[src/rtl/divider_sign_seq_pkg.sv]
// divSeqPkg: state encoding and sign helpers shared by the divider sequencer.
// Rev 1.0
`default_nettype none

package divSeqPkg;

  // Helpers operate on a wide container; callers extend and truncate to their width.
  localparam int MAX_W = 64;

  localparam logic [1:0] IDLE  = 2'd0;
  localparam logic [1:0] ISSUE = 2'd1;
  localparam logic [1:0] WAIT  = 2'd2;
  localparam logic [1:0] RESP  = 2'd3;

  function automatic logic [MAX_W-1:0] negCond(input logic [MAX_W-1:0] x, input logic en);
    return en ? -x : x;
  endfunction

  // x must arrive sign-extended when signed_en is set.
  function automatic logic [MAX_W-1:0] absVal(input logic [MAX_W-1:0] x, input logic signed_en);
    return negCond(x, signed_en & x[MAX_W-1]);
  endfunction

endpackage

`default_nettype wire

[src/rtl/divider_sign_seq_fixup.sv]
// div_sign_fixup: restores signs on the unsigned divider quotient/remainder.
// Rev 1.0
`default_nettype none

module div_sign_fixup
  import divSeqPkg::*;
#(
  parameter int WIDTH = 8
) (
  input  logic [WIDTH-1:0] raw_q,
  input  logic [WIDTH-1:0] raw_r,
  input  logic             dividend_neg,
  input  logic             divisor_neg,
  input  logic             is_signed,
  output logic [WIDTH-1:0] q,
  output logic [WIDTH-1:0] r
);

  logic q_neg;
  logic r_neg;

  assign q_neg = is_signed & (dividend_neg ^ divisor_neg);
  assign r_neg = is_signed & dividend_neg;

  assign q = WIDTH'(negCond({{(MAX_W-WIDTH){1'b0}}, raw_q}, q_neg));
  assign r = WIDTH'(negCond({{(MAX_W-WIDTH){1'b0}}, raw_r}, r_neg));

endmodule

`default_nettype wire

[src/rtl/divider_sign_seq.sv]
// divider_sign_seq: request sequencer that wraps an iterative unsigned divider.
// Rev 1.0
`default_nettype none

module divider_sign_seq
  import divSeqPkg::*;
#(
  parameter int WIDTH = 8,
  parameter int TAG_W = 2
) (
  input  logic             i_clk,
  input  logic             i_rst_n,
  input  logic             i_cg,
  input  logic             i_req_valid,
  output logic             o_req_ready,
  input  logic             i_req_signed,
  input  logic [TAG_W-1:0] i_req_tag,
  input  logic [WIDTH-1:0] i_req_dividend,
  input  logic [WIDTH-1:0] i_req_divisor,
  output logic             o_div_begin,
  output logic [WIDTH-1:0] o_div_dividend,
  output logic [WIDTH-1:0] o_div_divisor,
  input  logic             i_div_done,
  input  logic [WIDTH-1:0] i_div_quotient,
  input  logic [WIDTH-1:0] i_div_remainder,
  output logic             o_rsp_valid,
  input  logic             i_rsp_ready,
  output logic [TAG_W-1:0] o_rsp_tag,
  output logic [WIDTH-1:0] o_rsp_quotient,
  output logic [WIDTH-1:0] o_rsp_remainder
);

  localparam logic [WIDTH-1:0] MIN_VAL  = {1'b1, {(WIDTH-1){1'b0}}};
  localparam logic [WIDTH-1:0] ALL_ONES = {WIDTH{1'b1}};

  logic [1:0]       state;
  logic             is_signed;
  logic             dividend_neg;
  logic             divisor_neg;

  logic             req_dvd_neg;
  logic             req_dsr_neg;
  logic [WIDTH-1:0] req_dvd_mag;
  logic [WIDTH-1:0] req_dsr_mag;
  logic             div_by_zero;
  logic             overflow;
  logic [WIDTH-1:0] fix_q;
  logic [WIDTH-1:0] fix_r;

  assign req_dvd_neg = i_req_signed & i_req_dividend[WIDTH-1];
  assign req_dsr_neg = i_req_signed & i_req_divisor[WIDTH-1];
  assign req_dvd_mag = WIDTH'(absVal({{(MAX_W-WIDTH){req_dvd_neg}}, i_req_dividend}, i_req_signed));
  assign req_dsr_mag = WIDTH'(absVal({{(MAX_W-WIDTH){req_dsr_neg}}, i_req_divisor}, i_req_signed));

  assign div_by_zero = (i_req_divisor == '0);
  assign overflow    = i_req_signed & (i_req_dividend == MIN_VAL) & (i_req_divisor == ALL_ONES);

  div_sign_fixup #(
    .WIDTH(WIDTH)
  ) u_fixup (
    .raw_q       (i_div_quotient),
    .raw_r       (i_div_remainder),
    .dividend_neg(dividend_neg),
    .divisor_neg (divisor_neg),
    .is_signed   (is_signed),
    .q           (fix_q),
    .r           (fix_r)
  );

  always_ff @(posedge i_clk or negedge i_rst_n) begin
    if (!i_rst_n) begin
      state           <= IDLE;
      is_signed       <= 1'b0;
      dividend_neg    <= 1'b0;
      divisor_neg     <= 1'b0;
      o_req_ready     <= 1'b1;
      o_div_begin     <= 1'b0;
      o_div_dividend  <= '0;
      o_div_divisor   <= '0;
      o_rsp_valid     <= 1'b0;
      o_rsp_tag       <= '0;
      o_rsp_quotient  <= '0;
      o_rsp_remainder <= '0;
    end else if (i_cg) begin
      case (state)
        IDLE: begin
          if (i_req_valid) begin
            o_req_ready    <= 1'b0;
            o_rsp_tag      <= i_req_tag;
            is_signed      <= i_req_signed;
            dividend_neg   <= req_dvd_neg;
            divisor_neg    <= req_dsr_neg;
            o_div_dividend <= req_dvd_mag;
            o_div_divisor  <= req_dsr_mag;
            // Corner cases are answered locally without waking the divider.
            if (div_by_zero) begin
              o_rsp_quotient  <= ALL_ONES;
              o_rsp_remainder <= i_req_dividend;
              o_rsp_valid     <= 1'b1;
              state           <= RESP;
            end else if (overflow) begin
              o_rsp_quotient  <= MIN_VAL;
              o_rsp_remainder <= '0;
              o_rsp_valid     <= 1'b1;
              state           <= RESP;
            end else begin
              o_div_begin <= 1'b1;
              state       <= ISSUE;
            end
          end
        end
        ISSUE: begin
          o_div_begin <= 1'b0;
          state       <= WAIT;
        end
        WAIT: begin
          if (i_div_done) begin
            o_rsp_quotient  <= fix_q;
            o_rsp_remainder <= fix_r;
            o_rsp_valid     <= 1'b1;
            state           <= RESP;
          end
        end
        RESP: begin
          if (i_rsp_ready) begin
            o_rsp_valid <= 1'b0;
            o_req_ready <= 1'b1;
            state       <= IDLE;
          end
        end
        default: begin
          state       <= IDLE;
          o_req_ready <= 1'b1;
          o_div_begin <= 1'b0;
          o_rsp_valid <= 1'b0;
        end
      endcase
    end
  end

endmodule

`default_nettype wire

[config.mk]
export PLATFORM = sky130hd
export DESIGN_NAME = divider_sign_seq
export DESIGN_NICKNAME = d
export VERILOG_FILES = /design/src/rtl/divider_sign_seq_pkg.sv /design/src/rtl/divider_sign_seq_fixup.sv /design/src/rtl/divider_sign_seq.sv
export SDC_FILE = /design/constraint.sdc
export NUM_CORES = 1
export LEC_CHECK = 0
export CAP_MARGIN = 20
export CORE_MARGIN = 2
export CORE_UTILIZATION = 47
export DETAILED_ROUTE_END_ITERATION = 10
export GPL_ROUTABILITY_DRIVEN = 0
export PLACE_DENSITY = 0.89
export SETUP_SLACK_MARGIN = 0.05
export SYNTH_ARGS = -nofsm -noshare
export SYNTH_HDL_FRONTEND = slang
export SYNTH_SLANG_ARGS = --single-unit
export TNS_END_PERCENT = 5
[constraint.sdc]
create_clock -name i_clk -period 2.76 [get_ports i_clk]
set_clock_uncertainty 0.1 [all_clocks]
set_input_delay 0.414 -clock i_clk [delete_from_list [all_inputs] [get_ports i_clk]]
set_output_delay 0.414 -clock i_clk [all_outputs]
set_load 0.1 [all_outputs]
==> flow_metrics.env <==
export IMPL_synth_cell_area_um2=2532
export IMPL_cts_tree="built"
export IMPL_ys_async_sr_fraction_pct=100.0
export IMPL_cts_root_buf="clkbuf_8"
export IMPL_synth_edf_count=0
export IMPL_die_area_um2=5992
export IMPL_end_kind="register"
export IMPL_synth_cells=279
export IMPL_crit_chain="clkdlybuf4s50_1, inv_1, ha_1, nand4b_1, nor4_4, o31ai_4, buf_4, o21ai_0"
export IMPL_grt_overflow=0
export IMPL_slew_viol_final=0
export IMPL_ys_seq_area_share_pct=41.55
export IMPL_cts_max_level=2
export IMPL_drt_wl_total_mm=6.314
export IMPL_grt_max_degree=43
export IMPL_die_h_um=77.41
export IMPL_cts_resized=0
export IMPL_critPathLaunchType="primary input"
export IMPL_clkTransAtPathRegs_ns=0.08
export IMPL_slew_headroom_pct=39.94
export IMPL_worst_path_max_fanout=15
export IMPL_vias_per_cell=5.387
export IMPL_first_iter_violations=131
export IMPL_insertion_delay_ns=0.30
export IMPL_worstMarginPinSlew_ns=0.9009
export IMPL_initial_core_util_pct=49.27
export IMPL_fin_cells=434
export IMPL_grt_use_total_pct=21.92
export IMPL_synth_largest_area_cell="dfrtp_1"
export IMPL_fp_dieW_um=77.41
export IMPL_buffer_ports_inserted=77
export IMPL_syn_num_nets=330
export IMPL_setup_viol=0
export IMPL_num_rows=26
export IMPL_cts_setup_buffers=0
export IMPL_cpMaxStageDelayCell="clkdlybuf4s50_1"
export IMPL_min_period_over_period_pct=86.54
export IMPL_holdBufCountCts=0
export IMPL_hold_viol=0
export IMPL_max_cap_violations=0
export IMPL_drc=0
export IMPL_dp_hpwl_mm=4.842
export IMPL_cts_buffers=5
export IMPL_yosysUniqueCellTypes=47
export IMPL_synthFlopType="dfrtp_1"
export IMPL_finalSetupTns_ns=0
export IMPL_cts_max_path_buffers=2
export IMPL_postSynthAreaPerCell_um2=9.077
export IMPL_max_stage_delay_ns=0.54
export IMPL_vias=2338
export IMPL_design_area_um2=3450
export IMPL_fin_crit_ns=2.389
export IMPL_clock_sinks=42
export IMPL_place_inst=426
export IMPL_status="completed"
export IMPL_place_area_um2=3339
export IMPL_yosys_top_cells_area="dfrtp_1 41%, nand2_1 5.8%, o21ai_0 5.5%, ha_1 4.9%, xor2_1 4.2%"
export IMPL_critPathKind="in2reg"
export IMPL_grt_pass1_wl_mm=10.70
export IMPL_synth_top_cell_area_share_pct=40.51
export IMPL_arrival_ns=2.47
export IMPL_crit_required_ns=2.84
export IMPL_syn_to_final_growth_pct=36.22
export IMPL_coreArea_um2=5140
export IMPL_ys_ff_latch=42
export IMPL_nets=414
export IMPL_wire_per_inst_um=14.55
export IMPL_layout_drive_gt1_share_pct=19.51
export IMPL_grt_pass1_vias=2286
export IMPL_rsz0062_at_grt="false"
export IMPL_antenna_left=0
export IMPL_antenna_found_initial=0
export IMPL_dr_pass1_iters=4
export IMPL_yosys_warnings=0
export IMPL_diodes=0
export IMPL_hold_class="in2async"
export IMPL_clock_fmax_mhz=418.7
export IMPL_io_pins=78
[per-layer routing]
layer	track usage [%]	share of wire, %	up-vias
met5	0	0	-
met4	6.429	1.6	0
met3	5.233	6.5	14
met2	37.74	49	74
met1	27.40	42	1100
li1	-	-	1150
[cell type report]
| cell class | instances | area, um2 |
|---|---|---|
| clock buffer | 6 | 72.57 |
| multi-input combinational | 207 | 1365 |
| sequential | 42 | 1052 |
| tap | 70 | 87.58 |
| fill | 436 | 1690 |
| timing repair buffer | 90 | 770.7 |
| clock inverter | 2 | 37.54 |
| inverter | 17 | 63.81 |
[flip-flops by register name, indices dropped and copies added (netlist names), 2 cells and up]
name / cells
o_rsp_remainder: 8
o_div_dividend: 8
state: 2
o_rsp_tag: 2
o_div_divisor: 8
o_rsp_quotient: 8
[synth_stat cells (3+ instances only)]
master,instances
dfrtp_1,41
nand2_1,39
o21ai_0,28
inv_1,17
nor2_1,17
a21oi_1,12
xor2_1,12
clkbuf_1,11
ha_1,10
xnor2_1,9
a21o_1,6
a31oi_1,6
nor3_1,6
mux2_2,5
mux2i_1,5
nand3_1,5
a211oi_1,4
and3_1,4
nand2b_1,3
nor4_1,3
o41ai_1,3
or3_1,3
[cell usage in the layout (no fill, tap or decap), drive strengths merged, types with 2 or more instances in the layout]
cell / netlist / layout
buf: 2 / 51
dfrtp: 41 / 41
nand2: 39 / 39
clkdlybuf4s50: 0 / 39
o21ai: 28 / 28
inv: 17 / 17
nor2: 17 / 17
xor2: 12 / 12
a21oi: 12 / 12
ha: 10 / 10
xnor2: 9 / 9
nor3: 7 / 7
a21o: 6 / 6
a31oi: 6 / 6
clkbuf: 11 / 6
nand3: 5 / 5
mux2i: 5 / 5
mux2: 5 / 5
a211oi: 4 / 4
and3: 4 / 4
nor4: 4 / 4
o41ai: 4 / 4
or4: 4 / 4
nand2b: 3 / 3
or3: 3 / 3
o311ai: 2 / 2
a22oi: 2 / 2
o211ai: 2 / 2
[worst paths after layout]
path | start | to | slack [ns] | cells after the start
worst min register to register | o_div_dividend[6]$_DFFE_PN0P_ | o_div_dividend[6]$_DFFE_PN0P_ | 0.38 | 2
max in group asynchronous | i_rst_n | o_div_divisor[4]$_DFFE_PN0P_ | 1.86 | 1
worst max-delay path | i_req_dividend[0] | o_rsp_remainder[2]$_DFFE_PN0P_ | 0.37 | 8
worst min-delay path | i_rst_n | o_div_divisor[7]$_DFFE_PN0P_ | 0.14 | 1
min in group i_clk | o_div_dividend[6]$_DFFE_PN0P_ | o_div_dividend[6]$_DFFE_PN0P_ | 0.38 | 2
worst max register to register | state[0]$_DFFE_PN0P_ | o_rsp_remainder[2]$_DFFE_PN0P_ | 0.48 | 7
[worst max-delay path, delay by kind of cell]
kind | cells | cell delay, ns
buf+inv | 3 | 0.91
compound gates | 2 | 0.66
fa+ha+maj | 1 | 0.24
simple gates | 2 | 0.23
[per-stage QoR]
stage	hold slack [ns]	worst slack (ns)	util [%]
floorplan	0.01841	0.7085	-
CTS	0.1788	0.3962	67.11
detailed placement	0.3714	0.08018	64.97
finish	0.1401	0.3715	67.11
global placement	0.3622	0.1541	64.97
global route	0.2169	0.2091	67.11
[cell families after synthesis]
kind of cell | synth area share (%)
and+or+nand+nor | 18.48
buffers and inverters | 4.891
DFF | 41.55
muxes | 4.200
AOI/OAI and AO/OA | 18.68
adders and majority gates | 4.941
xor gates and xnor gates | 7.263
Power is not shown: default switching activity piles up to over one toggle a cycle in this logic, so the estimate is an artifact.
